--- config.mk ---
export PLATFORM = sky130hd
export DESIGN_NAME = mips_multicycle_control_flat
export DESIGN_NICKNAME = d
export VERILOG_FILES = /design/src/rtl/mips_multicycle_control_if.sv /design/src/rtl/mips_multicycle_control.sv /design/src/flat_wrapper.sv
export SDC_FILE = /design/constraint.sdc
export NUM_CORES = 1
export LEC_CHECK = 0
export ABC_AREA = 1
export CAP_MARGIN = 25
export CORE_AREA = 2 2 53 68
export CTS_CLUSTER_SIZE = 8
export DETAILED_ROUTE_END_ITERATION = 16
export DIE_AREA = 0 0 55 70
export GPL_TIMING_DRIVEN = 0
export HOLD_SLACK_MARGIN = 0.08
export PLACE_DENSITY = 0.67
export SETUP_SLACK_MARGIN = 0.02
export SYNTH_ARGS = -nofsm -noshare
export SYNTH_HDL_FRONTEND = slang
export SYNTH_SLANG_ARGS = --single-unit
--- constraint.sdc ---
create_clock -name clk -period 1.9 [get_ports clk]
set_input_delay 0.19 -clock clk [delete_from_list [all_inputs] [get_ports clk]]
set_output_delay 0.19 -clock clk [all_outputs]
set_load 0.01 [all_outputs]
--- src/rtl/mips_multicycle_control_if.sv ---
// Control bundle between the multicycle MIPS main FSM and its datapath.
// The control FSM is the master; the datapath supplies Opcode/Zero.
interface mips_multicycle_control_if;
  logic [5:0] Opcode;
  logic       Zero;
  logic [3:0] ALUOpSignal;
  logic       PCWrite;
  logic       IorD;
  logic       MemRead;
  logic       MemWrite;
  logic       IRWrite;
  logic       MemtoReg;
  logic       RegDst;
  logic       RegWrite;
  logic       ALUSrcA;
  logic [1:0] ALUSrcB;
  logic [1:0] PCSource;
  logic       IllegalOp;
  logic       InstrDone;
  logic [3:0] State;

  modport master (
    input  Opcode, Zero,
    output ALUOpSignal, PCWrite, IorD, MemRead, MemWrite, IRWrite, MemtoReg,
           RegDst, RegWrite, ALUSrcA, ALUSrcB, PCSource, IllegalOp, InstrDone, State
  );

  modport slave (
    output Opcode, Zero,
    input  ALUOpSignal, PCWrite, IorD, MemRead, MemWrite, IRWrite, MemtoReg,
           RegDst, RegWrite, ALUSrcA, ALUSrcB, PCSource, IllegalOp, InstrDone, State
  );
endinterface

--- src/rtl/mips_multicycle_control.sv ---
// Main control FSM for the multicycle MIPS datapath: sequences fetch/decode/execute/
// memory/writeback and drives all datapath enables plus the 4-bit ALU op code.
module mips_multicycle_control #(
  parameter bit ILLEGAL_TRAP = 1'b0
) (
  input  logic                              clk,
  input  logic                              rst_n,
  mips_multicycle_control_if.master         bus
);

  localparam int unsigned OP_W = 6;
  localparam int unsigned ST_W = 4;

  localparam logic [OP_W-1:0] OP_RTYPE = 6'b000000;
  localparam logic [OP_W-1:0] OP_J     = 6'b000010;
  localparam logic [OP_W-1:0] OP_BEQ   = 6'b000100;
  localparam logic [OP_W-1:0] OP_BNE   = 6'b000101;
  localparam logic [OP_W-1:0] OP_ADDI  = 6'b001000;
  localparam logic [OP_W-1:0] OP_SLTI  = 6'b001010;
  localparam logic [OP_W-1:0] OP_SLTIU = 6'b001011;
  localparam logic [OP_W-1:0] OP_ANDI  = 6'b001100;
  localparam logic [OP_W-1:0] OP_ORI   = 6'b001101;
  localparam logic [OP_W-1:0] OP_LW    = 6'b100011;
  localparam logic [OP_W-1:0] OP_SW    = 6'b101011;

  typedef enum logic [ST_W-1:0] {
    FETCH  = 4'd0,
    DECODE = 4'd1,
    MEMADR = 4'd2,
    MEMRD  = 4'd3,
    MEMWB  = 4'd4,
    MEMWR  = 4'd5,
    RTEXEC = 4'd6,
    RTWB   = 4'd7,
    BRANCH = 4'd8,
    IEXEC  = 4'd9,
    IWB    = 4'd10,
    JUMP   = 4'd11,
    HALT   = 4'd15
  } state_t;

  state_t          state_q, state_d;
  logic [OP_W-1:0] op_q;

  // State register; opcode is captured once in DECODE so later states ignore IR changes.
  always_ff @(posedge clk) begin
    if (!rst_n) begin
      state_q <= FETCH;
      op_q    <= '0;
    end else begin
      state_q <= state_d;
      if (state_q == DECODE) op_q <= bus.Opcode;
    end
  end

  always_comb begin
    state_d         = state_q;
    bus.ALUOpSignal = 4'b0000;
    bus.PCWrite     = 1'b0;
    bus.IorD        = 1'b0;
    bus.MemRead     = 1'b0;
    bus.MemWrite    = 1'b0;
    bus.IRWrite     = 1'b0;
    bus.MemtoReg    = 1'b0;
    bus.RegDst      = 1'b0;
    bus.RegWrite    = 1'b0;
    bus.ALUSrcA     = 1'b0;
    bus.ALUSrcB     = 2'b00;
    bus.PCSource    = 2'b00;
    bus.IllegalOp   = 1'b0;
    bus.InstrDone   = 1'b0;
    bus.State       = ST_W'(state_q);

    case (state_q)
      FETCH: begin
        bus.MemRead = 1'b1;
        bus.IRWrite = 1'b1;
        bus.ALUSrcB = 2'b01;
        bus.PCWrite = 1'b1;
        state_d     = DECODE;
      end
      DECODE: begin
        bus.ALUSrcB = 2'b11;
        case (bus.Opcode)
          OP_LW, OP_SW:                                  state_d = MEMADR;
          OP_RTYPE:                                      state_d = RTEXEC;
          OP_BEQ, OP_BNE:                                state_d = BRANCH;
          OP_ADDI, OP_ANDI, OP_ORI, OP_SLTI, OP_SLTIU:   state_d = IEXEC;
          OP_J:                                          state_d = JUMP;
          default: begin
            bus.IllegalOp = 1'b1;
            state_d       = ILLEGAL_TRAP ? HALT : FETCH;
          end
        endcase
      end
      MEMADR: begin
        bus.ALUSrcA = 1'b1;
        bus.ALUSrcB = 2'b10;
        state_d     = (op_q == OP_LW) ? MEMRD : MEMWR;
      end
      MEMRD: begin
        bus.MemRead = 1'b1;
        bus.IorD    = 1'b1;
        state_d     = MEMWB;
      end
      MEMWB: begin
        bus.RegWrite  = 1'b1;
        bus.MemtoReg  = 1'b1;
        bus.InstrDone = 1'b1;
        state_d       = FETCH;
      end
      MEMWR: begin
        bus.MemWrite  = 1'b1;
        bus.IorD      = 1'b1;
        bus.InstrDone = 1'b1;
        state_d       = FETCH;
      end
      RTEXEC: begin
        bus.ALUSrcA     = 1'b1;
        bus.ALUOpSignal = 4'b0010;
        state_d         = RTWB;
      end
      RTWB: begin
        bus.RegWrite  = 1'b1;
        bus.RegDst    = 1'b1;
        bus.InstrDone = 1'b1;
        state_d       = FETCH;
      end
      BRANCH: begin
        bus.ALUSrcA     = 1'b1;
        bus.ALUOpSignal = 4'b0001;
        bus.PCSource    = 2'b01;
        bus.PCWrite     = (op_q == OP_BNE) ? ~bus.Zero : bus.Zero;
        bus.InstrDone   = 1'b1;
        state_d         = FETCH;
      end
      IEXEC: begin
        bus.ALUSrcA = 1'b1;
        bus.ALUSrcB = 2'b10;
        case (op_q)
          OP_ADDI:            bus.ALUOpSignal = 4'b0011;
          OP_ANDI:            bus.ALUOpSignal = 4'b0100;
          OP_ORI:             bus.ALUOpSignal = 4'b0101;
          OP_SLTI, OP_SLTIU:  bus.ALUOpSignal = 4'b0110;
          default:            bus.ALUOpSignal = 4'b0000;
        endcase
        state_d = IWB;
      end
      IWB: begin
        bus.RegWrite  = 1'b1;
        bus.InstrDone = 1'b1;
        state_d       = FETCH;
      end
      JUMP: begin
        bus.PCSource  = 2'b10;
        bus.PCWrite   = 1'b1;
        bus.InstrDone = 1'b1;
        state_d       = FETCH;
      end
      HALT:    state_d = HALT;
      default: state_d = FETCH;
    endcase

    // While reset is asserted, suppress every write/strobe and present FETCH steering.
    if (!rst_n) begin
      bus.ALUOpSignal = 4'b0000;
      bus.PCWrite     = 1'b0;
      bus.IorD        = 1'b0;
      bus.MemRead     = 1'b0;
      bus.MemWrite    = 1'b0;
      bus.IRWrite     = 1'b0;
      bus.MemtoReg    = 1'b0;
      bus.RegDst      = 1'b0;
      bus.RegWrite    = 1'b0;
      bus.ALUSrcA     = 1'b0;
      bus.ALUSrcB     = 2'b01;
      bus.PCSource    = 2'b00;
      bus.IllegalOp   = 1'b0;
      bus.InstrDone   = 1'b0;
      bus.State       = ST_W'(FETCH);
    end
  end

endmodule

--- src/flat_wrapper.sv ---
// flat-port wrapper written by rule: the top's interface ports become plain ports
module mips_multicycle_control_flat 
#(
  parameter bit ILLEGAL_TRAP = 1'b0
)
  (clk, rst_n, bus_Opcode, bus_Zero, bus_ALUOpSignal, bus_PCWrite, bus_IorD, bus_MemRead, bus_MemWrite, bus_IRWrite, bus_MemtoReg, bus_RegDst, bus_RegWrite, bus_ALUSrcA, bus_ALUSrcB, bus_PCSource, bus_IllegalOp, bus_InstrDone, bus_State);
  mips_multicycle_control_if bus_i ();
  input  logic clk;
  input  logic rst_n;
  input wire logic [$bits(bus_i.Opcode)-1:0] bus_Opcode;
  input wire logic [$bits(bus_i.Zero)-1:0] bus_Zero;
  output wire logic [$bits(bus_i.ALUOpSignal)-1:0] bus_ALUOpSignal;
  output wire logic [$bits(bus_i.PCWrite)-1:0] bus_PCWrite;
  output wire logic [$bits(bus_i.IorD)-1:0] bus_IorD;
  output wire logic [$bits(bus_i.MemRead)-1:0] bus_MemRead;
  output wire logic [$bits(bus_i.MemWrite)-1:0] bus_MemWrite;
  output wire logic [$bits(bus_i.IRWrite)-1:0] bus_IRWrite;
  output wire logic [$bits(bus_i.MemtoReg)-1:0] bus_MemtoReg;
  output wire logic [$bits(bus_i.RegDst)-1:0] bus_RegDst;
  output wire logic [$bits(bus_i.RegWrite)-1:0] bus_RegWrite;
  output wire logic [$bits(bus_i.ALUSrcA)-1:0] bus_ALUSrcA;
  output wire logic [$bits(bus_i.ALUSrcB)-1:0] bus_ALUSrcB;
  output wire logic [$bits(bus_i.PCSource)-1:0] bus_PCSource;
  output wire logic [$bits(bus_i.IllegalOp)-1:0] bus_IllegalOp;
  output wire logic [$bits(bus_i.InstrDone)-1:0] bus_InstrDone;
  output wire logic [$bits(bus_i.State)-1:0] bus_State;
  assign bus_i.Opcode = bus_Opcode;
  assign bus_i.Zero = bus_Zero;
  assign bus_ALUOpSignal = bus_i.ALUOpSignal;
  assign bus_PCWrite = bus_i.PCWrite;
  assign bus_IorD = bus_i.IorD;
  assign bus_MemRead = bus_i.MemRead;
  assign bus_MemWrite = bus_i.MemWrite;
  assign bus_IRWrite = bus_i.IRWrite;
  assign bus_MemtoReg = bus_i.MemtoReg;
  assign bus_RegDst = bus_i.RegDst;
  assign bus_RegWrite = bus_i.RegWrite;
  assign bus_ALUSrcA = bus_i.ALUSrcA;
  assign bus_ALUSrcB = bus_i.ALUSrcB;
  assign bus_PCSource = bus_i.PCSource;
  assign bus_IllegalOp = bus_i.IllegalOp;
  assign bus_InstrDone = bus_i.InstrDone;
  assign bus_State = bus_i.State;
  mips_multicycle_control #(.ILLEGAL_TRAP(ILLEGAL_TRAP)) u_core (.clk(clk), .rst_n(rst_n), .bus(bus_i));
endmodule
Yosys cells after proc, flatten, opt, wreduce, memory -nomap -nowiden. Cells that the tools add are included.

Flip-flop bits (word level): 10. Logic and storage cells: 81.

Eq/ne operators: 29. Multiplexer cells: 35. Bitwise gates (word level): 1. Reductions and logical operators: 14.

Operators by type and width (count): == test 6 x 4 -> 1 bit (second input constant) (10); case mux 4 bit (7 select lines) (1); 2-to-1 mux 1 bit (23); == test 4 bit (second input constant) (5); case mux 4 bit (5 select lines) (1); == test 6 x 3 -> 1 bit (second input constant) (3); == test 6 bit (second input constant) (3); == test 4 x 3 -> 1 bit (second input constant) (4); OR reduction 2 bit (7); case mux 3 bit (4 select lines) (1); case mux 4 bit (3 select lines) (1); OR reduction 11 bit (1); == test 4 x 2 -> 1 bit (second input constant) (2); 2-to-1 mux 4 bit (2); == test 6 x 2 -> 1 bit (second input constant) (1); zero test 6 bit (1); case mux 2 bit (3 select lines) (1); OR reduction 6 bit (1); OR reduction 5 bit (1); == test 4 x 1 -> 1 bit (second input constant) (1); zero test 4 bit (1); 2-to-1 mux 2 bit (2); case mux 2 bit (2 select lines) (1); OR reduction 4 bit (1); other kinds (4) (4).

Longest topological paths before layout.
Depth after elaboration: 5. Depth in mapped cells: 9.

Worst setup path after synthesis. No wires, ideal clock.

Path kind: register to output. Start: register u_core.state_q[3]. End: output port bus_PCWrite. Data arrival time: 1.033 ns. Required time: 1.710 ns. Setup slack: 0.677 ns. Cell stages (with the launch flop): 7. Buffers on the path: 0. Cells stage by stage: dfxtp_1 inv_2 nor2_4 nand2_1 nor2_2 nand3_1 nand2_1.

Word-level cells in the longest chain between the ends: 4. Elaborated cells between the ends (all ways): 6. Those cells by class: 2 x eq/ne; 2 x mux; 2 x reduce/logical.

RTL lines: start, declared (line mips_multicycle_control.sv:42) `state_t state_q, state_d;`; start signal, assigned (line mips_multicycle_control.sv:51) `state_q <= state_d;`; == test 4 bit / zero test 4 bit (equally long branches) (line mips_multicycle_control.sv:74) `case (state_q)`; OR reduction 2 bit (no line); case mux 1 bit (2 select lines) (*) (line mips_multicycle_control.sv:74); 2-to-1 mux 1 bit (*) (line mips_multicycle_control.sv:165) `if (!rst_n) begin`; end, declared (line flat_wrapper.sv:13) `output wire logic [$bits(bus_i.PCWrite)-1:0] bus_PCWrite;`.

Mark *: on every way between the ends. The rest lies on a longest branch, timed or not.

Worst setup path after layout.
Start: register u_core.state_q[0]. End: output port bus_InstrDone.

Word-level cells in the longest chain between the ends: 4. Elaborated cells between the ends (all ways): 9. Those cells by class: 6 x eq/ne; 2 x mux; 1 x reduce/logical.

RTL lines: == test 4 x 3 -> 1 bit / == test 4 bit (equally long branches) (line mips_multicycle_control.sv:74); OR reduction 6 bit (no line) (*); 2-to-1 mux 1 bit (*) (line mips_multicycle_control.sv:74); 2-to-1 mux 1 bit (*) (line mips_multicycle_control.sv:165); end, declared (line flat_wrapper.sv:25) `output wire logic [$bits(bus_i.InstrDone)-1:0] bus_InstrDone;`.

Marked as above.

==> flow_metrics.py <==
metrics = {
    "hold_path": {
        "min_to": "u_core.op_q[2]$_SDFFE_PN0P_",
        "min_from": "bus_Opcode[2]",
        "worstHoldPathType": "input pin to flip-flop",
        "hold_depth": 3,
    },
    "drt": {
        "first_iter_violations": 18,
        "drt-pass1-iter-count": 4,
        "ant_nets": 0,
        "totalWireLength_mm": 2.46,
        "dr_total_vias": 1174,
        "vias_per_cell": 4.73,
        "wl_per_cell_um": 9.90,
        "drc_errors": 0,
    },
    "global_routing": {
        "grt.overflow.total": 0,
        "grt_pass1_vias": 1032,
        "antenna_found_initial": 0,
        "grt_start_max_net_pins": 11,
        "grt_pass1_wl_mm": 4.22,
        "track_usage": 0.142,
    },
    "yosys": {
        "synth_compound_area_frac": 0.141,
        "syn_nets": 184,
        "synthMuxAreaShare": 0,
        "synth_cells": 175,
        "syn_avg_cell_area_sq_um": 5.48,
        "synth_top_family_by_area": "simple AND/OR/NAND/NOR gates",
        "synth_fa_ha_area_frac": 0,
        "synth_top_area_cell": "dfxtp_1",
        "synth_warnings": 0,
        "synth_top_area_share": 0.209,
        "yosys-top-cells-area": "dfxtp_1 (21%), nand2_1 (17%), nor2_1 (11%), nand3_1 (9.9%), inv_1 (9.8%)",
        "ys_ff_latch": 10,
        "ys_seq_area_frac": 0.209,
        "synth_simple_gate_area_frac": 0.487,
        "ys_types": 24,
        "synth-xor-area-share": 0,
        "syn_area_sq_um": 958,
    },
    "worst_setup_path": {
        "timing.rr.end": "u_core.state_q[1]$_SDFF_PN0_",
        "critPathMaxStageDelay_ns": 0.55,
        "startpoint_type": "flip-flop",
        "cpMaxStageDelayCell": "clkdlybuf4s50_1",
        "ff2ff_path_depth": 9,
        "crit_path_frequent_cell": "nand2_1",
        "cp.required_ns": 1.71,
        "worstSetupPathDepth": 5,
        "crit_fanout": 7,
        "worstPathCellList": "inv_1 > nand2_1 > nand2_1 > a21oi_1 > clkdlybuf4s50_1",
        "critPathKind": "flip-flop to output pin",
        "worstSetupEndpointType": "output pin",
        "r2r_slack_ns": 0.73,
        "cp_num_buf_inv": 2,
        "worstPathArrival_ns": 1.61,
        "r2r_start": "u_core.state_q[1]$_SDFF_PN0_",
        "crit_family": "buffers and inverters",
    },
    "final_layout": {
        "num_antenna_cells": 0,
        "finalNetCount": 219,
        "final_util": 0.423,
        "final_common_cell": "nand2_1",
        "area_delta_synth_final_pct": 45.7,
        "layout_common_cells": "nand2_1 (43), inv_1 (25), nor2_1 (22)",
        "drive_gt1_frac": 0.163,
        "final_area_sq_mm": 0.00140,
    },
    "sta": {
        "hold_viol_final": 0,
        "layout_setup_ws_ns": 0.102,
        "finalMaxSlewViolations": 0,
        "finalCritPeriodShare": 0.946,
        "timing.fmax_mhz": 556,
        "fin_crit_ns": 1.80,
        "tns_ns": 0,
        "skew_ns": 0.00481,
        "rsz0062_at_grt": "true",
        "setup_viol": 0,
    },
    "outcome": {
        "status": "completed",
    },
    "cts": {
        "path_clk_slew_ns": 0.05,
        "cts_root_buf": "clkbuf_8",
        "htree_levels": 1,
        "cts_tree": "done",
        "cts_sinks": 10,
        "clkLatencyLatePin_ns": 0.23,
        "clk_path_buf_depth": 2,
        "numCtsBuffers": 3,
    },
    "floorplan": {
        "start_util": 0.290,
        "die_h_um": 70,
        "num_rows": 24,
        "core_sq_mm": 0.00330,
        "num_io_pins": 32,
        "die_area_sq_mm": 0.00385,
        "die_x_um": 55,
    },
    "pwr": {
        "vdd_ir_drop_max_mv": 0.368,
        "finalPower_mw": 0.686,
        "leakage_nw": 0.774,
        "p_per_area_mw_per_mm2": 491,
    },
    "placement": {
        "place_congestion": 0.846,
        "port_buffers": 30,
        "dp_hpwl_mm": 2.03,
        "placed_cell_area_sq_mm": 0.00131,
        "dp_slack_ns": -0.300,
    },
    "flow_run": {
        "drv_cap": 0,
    },
}
[worst max path at each step]
stage          slack, ns       endpoint                          from
6_report            0.10  bus_InstrDone  u_core.state_q[0]$_SDFF_PN0_
5_1_grt            0.007  bus_InstrDone  u_core.state_q[0]$_SDFF_PN0_
4_1_cts             0.04   bus_RegWrite  u_core.state_q[1]$_SDFF_PN0_
3_5_place_dp       -0.30  bus_InstrDone                         rst_n
3_3_place_gp       -0.31  bus_InstrDone                         rst_n
2_1_floorplan       0.68    bus_PCWrite  u_core.state_q[3]$_SDFF_PN0_
[cells in the mapped netlist]
library cell  count
buf_6             2
o22ai_1           1
nor2_1           29
clkinv_1          1
nand2_1          43
inv_1            25
nor2_2            3
conb_1            1
nand2_2           4
clkinv_2          1
nand4_1           4
nand3_1          19
a21oi_1          11
inv_2             2
buf_2             1
a21oi_2           2
o211ai_1          1
nor2_4            2
dfxtp_1          10
o21ai_0           2
o21ai_1           4
nor3_1            2
a31oi_1           3
buf_4             2
[state kept, by name, indices dropped and copies added (netlist names)]
| name | flops |
|---|---|
| u_core.op_q | 6 |
| u_core.state_q | 4 |
[kinds of logic after synthesis]
| logic type | after synthesis |
|---|---|
| and+or+nand+nor | 106 |
| buffers and inverters | 34 |
| AOI/OAI and AO/OA | 24 |
| DFF | 10 |
| other | 1 |
[metrics by stage]
step	hold WS, ns	instances
2_1_floorplan	0.332	175
5_1_grt	0.476	248
3_3_place_gp	0.493	244
4_1_cts	0.447	248
6_report	0.455	248
3_5_place_dp	0.506	244
[per-layer routing]
layer / GRT usage / up-vias / wire length (um) / share of wire
met5: 0 / - / 0 / 0
met1: 0.176 / 507 / 1110 / 0.45
met4: 0.0650 / 0 / 50 / 0.020
met2: 0.241 / 42 / 1150 / 0.47
met3: 0.00641 / 4 / 152 / 0.062
li1: - / 621 / - / -
[report_power, final]
group	leakage [nW]	total (mW)	internal, mW	switching (mW)
combinational	0.662	0.180	0.0755	0.104
sequential	0.0838	0.247	0.226	0.0208
clock	0.0288	0.260	0.182	0.0784
total	0.774	0.686	0.483	0.203
[layout make-up]
type,instances,area [sq um]
Sequential cell,10,206
Fill cell,389,1910
Inverter,29,113
Buffer,5,42.5
Clock buffer,4,55.1
Multi-Input combinational cell,131,628
Timing Repair Buffer,30,303
Tap cell,39,48.8
[what timing repair did]
action | in CTS | in global routing
buffers inserted | 0 | 0
setup endpoints to repair | 17 | 7
resized for setup | 16 | 11
hold buffers | 0 | 0
[worst register-to-register path: stages (launching register included)]
cell and delay, ns:
dfxtp_1 0.32, buf_6 0.14, clkinv_2 0.08, nor2_1 0.15
nand2_2 0.11, nand2_1 0.10, nor2_1 0.05, nand3_1 0.08
nand2_1 0.05, inv_1 0.04
Power figures use the tool's default switching activity.
==> edit 1 (same settings) <==
`ILLEGAL_TRAP` is set to 1'b0 in 2 places; all go to 1'b1.
--- a/src/rtl/mips_multicycle_control.sv
+++ b/src/rtl/mips_multicycle_control.sv
@@ -2,5 +2,5 @@
 // memory/writeback and drives all datapath enables plus the 4-bit ALU op code.
 module mips_multicycle_control #(
-  parameter bit ILLEGAL_TRAP = 1'b0
+  parameter bit ILLEGAL_TRAP = 1'b1
 ) (
   input  logic                              clk,
--- a/src/flat_wrapper.sv
+++ b/src/flat_wrapper.sv
@@ -2,5 +2,5 @@
 module mips_multicycle_control_flat 
 #(
-  parameter bit ILLEGAL_TRAP = 1'b0
+  parameter bit ILLEGAL_TRAP = 1'b1
 )
   (clk, rst_n, bus_Opcode, bus_Zero, bus_ALUOpSignal, bus_PCWrite, bus_IorD, bus_MemRead, bus_MemWrite, bus_IRWrite, bus_MemtoReg, bus_RegDst, bus_RegWrite, bus_ALUSrcA, bus_ALUSrcB, bus_PCSource, bus_IllegalOp, bus_InstrDone, bus_State);
Check against the original RTL: not equivalent (a bounded check fails within 4 cycles, from zero or initial values and one cycle with rst_n low).
==> edit 1 against the unedited design <==
Worst setup slack worse by 41 ps. Sequential cell count stayed put. Global-route usage is 0.37 points lower. Routed wire length fell by 1.9%. Synthesized area up 0.78%. Final area rose by 1.6%. Highest routed layer unchanged.
Power is not compared: it rests on default switching activity, and its combinational part moved more than twofold at a synthesized area within 25%.
==> edit 1: results (changes against the unedited design) <==
** Outcome
- The run finished with clean final reports.

** Timing
- The worst hold margin came to 438 ps (-17.8 ps).
- Worst clock skew :: 1.02 ps (-3.79 ps)

** Detailed routing
- The final antenna-violating net count came to 0 (unchanged).
- The sum of routed wire length over all layers is 2410 µm (-1.9%).
- The iteration-0 DRC count of the detailed router is 30 (+12).
- The detailed route wirelength on metal2 was 1170 µm (+2.0%).
- The post-route met1 wirelength came to 1080 µm (-2.4%).
- Detailed-route vias per instance :: 4.73 (-0.12%)
- The met3 layer wire length in the routed design is 107 µm (-30%).
- Number of search-and-repair iterations in the first detailed-routing pass :: 4 (unchanged)

** Placed design
- DPL Wire Length :: 1950 µm (-4.0%)
- Placer Congestion :: 0.802 (-5.1%)
- Area after DPL :: 1320 µm² (+0.57%)
- The number of buffer cells added on primary ports came to 30 (unchanged).
- The worst-case setup slack after placement came to -348 ps (-47.8 ps).

** Clock network
- The clock tree buffer depth came to 2 (unchanged).
- The TritonCTS buffer count came to 3 (unchanged).
- Clock network latency to the later pin of the worst-skew pair :: 230 ps (about the same)

** Yosys
- Post-Synth XOR/XNOR Area :: 0.00907 (+0.00907)
- Area share of fa/ha/maj cells after synthesis :: 0 (unchanged)
- The most used flip-flop cell after synthesis is dfxtp_1.
- The post-synth net total is 178 (-3.3%).
- The portion of the post-synthesis area used by sequential elements was 0.207 (-0.00162).
- Sorting the synthesized cells by area gives the leading types as dfxtp_1 21%, nor2_1 11%, nand2_1 11%.
- Area fraction in compound gates after synthesis :: 0.172 (+0.0313)
- The count of distinct cell types in the synthesized netlist was 27 (+13%).
- By count the netlist is led by 29 x nor2_1, 28 x nand2_1, 23 x inv_1, 14 x a21oi_1, 10 x dfxtp_1.

** Worst hold path
- HP Start :: bus_Opcode[4]
- Hold worst-path end :: u_core.op_q[4]
- The path class of the tightest hold or removal check is input pin to flip-flop.

** Global route
- The overall global routing resource usage is 0.138 (-0.00373).
- Gr ovfl total :: 0 (unchanged)
- Wire length of the first global-routing pass :: 4100 µm (-2.8%)
- The via count of the first global-routing pass came to 984 (-4.7%).

** Setup path
- The setup slack on the worst flop-to-flop path came to 700 ps (-30 ps).
- The worst reg-to-reg path cell count is 7 (-2).
- The startpoint identified for the worst register-to-register timing path is u_core.state_q[3].
- Delay of the slowest cell on the worst path :: 460 ps (-90 ps)
- In this run the critical register-to-register path is captured at u_core.state_q[1].
- Data arrival at the endpoint of the critical path :: 1650 ps (+40 ps)
- The critical-path maximum fanout was 4 (-3).
- For this design, the slowest cell found on the critical path is clkdlybuf4s50_1.

** Finish
- The largest registers in the layout are u_core.op_q (6), u_core.state_q (4).
- Proportion of layout cells with a drive suffix above 1 :: 0.221 (+0.0579)
- The final antenna diode count came to 0 (unchanged).
- Final #Nets :: 214 (-2.3%)
## edit 1: through the flow
| step | power, mW | setup TNS (ps) | std cells |
|---|---|---|---|
| global placement | 1.46 | -3390 | 238 |
| CTS | 1.74 | 0 | 243 |
| global route | 1.93 | -43.8 | 243 |
| detailed placement | 1.46 | -3420 | 238 |
| finish | 1.76 | 0 | 243 |
| floorplan | 1.08 | 0 | 169 |
## edit 1: cell type report
cell class | instances | area, µm²
well taps | 39 | 48.8
plain buffers | 4 | 28.8
inverters | 29 | 111
repair buffers | 31 | 299
flip-flops and latches | 10 | 209
clock buffers | 4 | 55.1
multi-input cells | 126 | 667
fillers | 367 | 1880
## edit 1: worst max-delay path by stage
stage	from	end	slack, ps	depth (start not counted)
after CTS	u_core.state_q[2]	bus_RegWrite	20	5
after detailed placement	rst_n	bus_IorD	-350	5
final	bus_Opcode[1]	bus_IllegalOp	60	9
after global routing	bus_Opcode[0]	bus_IllegalOp	-40	9
after floorplan	u_core.state_q[3]	bus_PCWrite	530	6
after global placement	bus_Opcode[3]	bus_IllegalOp	-350	9
## edit 1: report_power, final
part	internal [mW]	switching (mW)
Sequential	0.326	0.137
Combinational	0.432	0.602
Clock	0.182	0.0782
Total	0.939	0.817
## edit 1: per-layer routing
layer,up-vias,GRT usage
met5,-,0
met4,0,0.0732
met3,4,0
met2,33,0.222
met1,503,0.182
li1,609,-
## edit 1: worst max-delay path, delay by kind of cell
kind | cells | cell delay [ps]
buffers and inverters | 3 | 830
AND/OR/NAND/NOR | 6 | 620
## edit 1: repair_timing
item / in CTS / in global routing
gates resized for setup: 25 / 15
endpoints found under the setup margin: 17 / 10
hold endpoints to repair: 0 / 0
hold buffers: 0 / 0
pin swaps: 1 / 0
setup buffers: 1 / 0
==> edit 2 (same flow settings) <==
Without the edit above. Reset style: asynchronous (`rst_n`), changed in one clocked block.
--- a/src/rtl/mips_multicycle_control.sv
+++ b/src/rtl/mips_multicycle_control.sv
@@ -44,5 +44,5 @@
 
   // State register; opcode is captured once in DECODE so later states ignore IR changes.
-  always_ff @(posedge clk) begin
+  always_ff @(posedge clk or negedge rst_n) begin
     if (!rst_n) begin
       state_q <= FETCH;
Function: same outputs for any inputs over 10 cycles, from zero or initial values and one cycle with rst_n low; that may be too few to reach the edited logic, so the function may still have changed.
==> edit 2 against the unedited design <==
Global-route usage shrank 0.66 points. Routed wire length grew 2.4%. Sequential share of layout area grew 2.9 points. Synthesized area grew 0.65%. Sequential cell count is the same. First-iteration DRC count grew 50%. Worst hold slack lost 15 ps. Worst setup slack lost 48 ps. Die area is the same. Final area grew 2.6%. Non-clock buffer count grew 3.
Power is not compared: it rests on default switching activity, and its combinational part moved more than twofold at a synthesized area within 25%.
==> edit 2: results (changes against the unedited design) <==
** Outcome
- The flow ran to the end, and the final reports show no timing, DRC or antenna violations.

** Placed design
- Placer Congestion :: 0.772 (-8.7%)
- Post-placement worst setup slack :: -612 ps (-312 ps)
- The post-DP HPWL is 1940 µm (-4.3%).

** Finish
- The layout filler cell count was 353 (-9.3%).
- Proportion of cell area spent on the clock network :: 0.0288 (-0.0106)
- Proportion of layout cells with a drive suffix above 1 :: 0.207 (+0.0444)
- The count of multi-input gates was 120 (-8.4%).
- Seq/total area :: 0.177 (+0.0294)
- Signal buffers :: 38 (+8.6%)
- Number of flip-flops and latches :: 10 (unchanged)
- Multi-input combinational area share :: 0.430 (-0.0201)
- Final #Nets :: 209 (-4.6%)
- Non-clock inverter count in the final layout :: 27 (-6.9%)
- The non-clock buffer area fraction after layout came to 0.259 (+0.0121).
- Final-layout clock buffer total :: 3 (-1)

** Detailed routing
- Met3 routed WL :: 137 µm (-9.9%)
- Routed length on met2 :: 1190 µm (+4.1%)
- Highest signal layer in the routed design :: met4
- The post-route met1 wirelength was 1120 µm (+1.2%).
- The wire length per cell after detailed routing came to 10.6 µm (+7.2%).
- The iteration-0 DRC count of the detailed router is 27 (+9).
- Count of vias placed by the detailed router :: 1089 (-7.2%)

** Setup path
- FF-to-FF setup slack :: 640 ps (-90 ps)
- Highest net fanout along the worst path :: 4 (-3)
- Capturing element of the worst setup path :: bus_ALUSrcA
- The most critical setup path has its startpoint at u_core.state_q[2].
- In this run the critical register-to-register path is captured at u_core.state_q[2].
- Depth of the worst register-to-register path :: 7 (-2)
- The critical path arrival was 1660 ps (+50 ps).
- Delay of the slowest cell on the worst path :: 520 ps (-30 ps)
- Crit Reg-Reg Startpoint :: u_core.state_q[0]

** Global route
- Met1 Usage GRT :: 0.175 (-0.000491)
- The first-pass GRT wire length came to 3910 µm (-7.4%).
- The met2 usage is 0.209 (-0.0317).
- The maximum number of pins on one net before global-route repair is 11 (unchanged).
- The via count of the first global-routing pass was 937 (-9.2%).
- The overall global routing resource usage is 0.135 (-0.00663).
- The met3 track utilization from global routing is 0.0192 (+0.0128).

** Yosys
- The portion of the post-synthesis area used by sequential elements came to 0.259 (+0.0505).
- The proportion of synthesized flip-flops having asynchronous set or reset is 1.00 (+1.00).
- Most numerous cell types in the synthesized netlist :: 37 x nand2_1, 30 x nor2_1, 24 x inv_1, 18 x nand3_1, 10 x dfrtp_1
- The post-synth net total was 168 (-8.7%).
- The most used flip-flop cell after synthesis is dfrtp_1.
- The count of distinct cell types in the synthesized netlist is 23 (-4.2%).

** Worst hold path
- The worst hold path begins at bus_Opcode[1].
- The path with the worst hold slack has its endpoint at u_core.op_q[1].

** Clock network
- Post CTS Setup Buffer Count :: 2 (+2)
- Hold buffer count at CTS :: 1 (+1)
- The count of H-tree levels built during CTS was 1 (unchanged).
- The number of resized instances in the post-cts repair step came to 24 (+8).

** Timing
- Final worst path period share :: 0.972 (+0.0253)
- Worst clock skew :: 2.91 ps (-1.90 ps)
- The worst hold margin was 440 ps (-14.8 ps).

** Pwr
- Dividing total power by cell area gives a power density of 1270 nW/µm².
edit 2: cells by family (layout without fill, tap and decap cells):
kind of cell | Yosys count | in the layout | share of synthesized area
other cells | 1 | 1 | 0.00389
simple gates | 99 | 99 | 0.479
flops | 10 | 10 | 0.259
compound gates | 20 | 20 | 0.130
buf+inv | 29 | 68 | 0.128
edit 2: worst reg2reg max path: stages (launching register included):
cell	delay (ps)
dfrtp_2	450
buf_4	160
nand2_1	110
inv_1	60
nand3_1	80
nand2_1	100
nor2_1	100
nand3_1	70
edit 2: stage by stage:
step / setup TNS (ps) / area (µm²) / cells / utilization
after floorplan: 0 / 965 / 159 / -
after global placement: -8270 / 1310 / 228 / 0.398
final: 0 / 1430 / 237 / 0.434
after global routing: 0 / 1430 / 237 / 0.434
after CTS: -27.0 / 1390 / 234 / 0.421
after detailed placement: -8800 / 1310 / 228 / 0.398
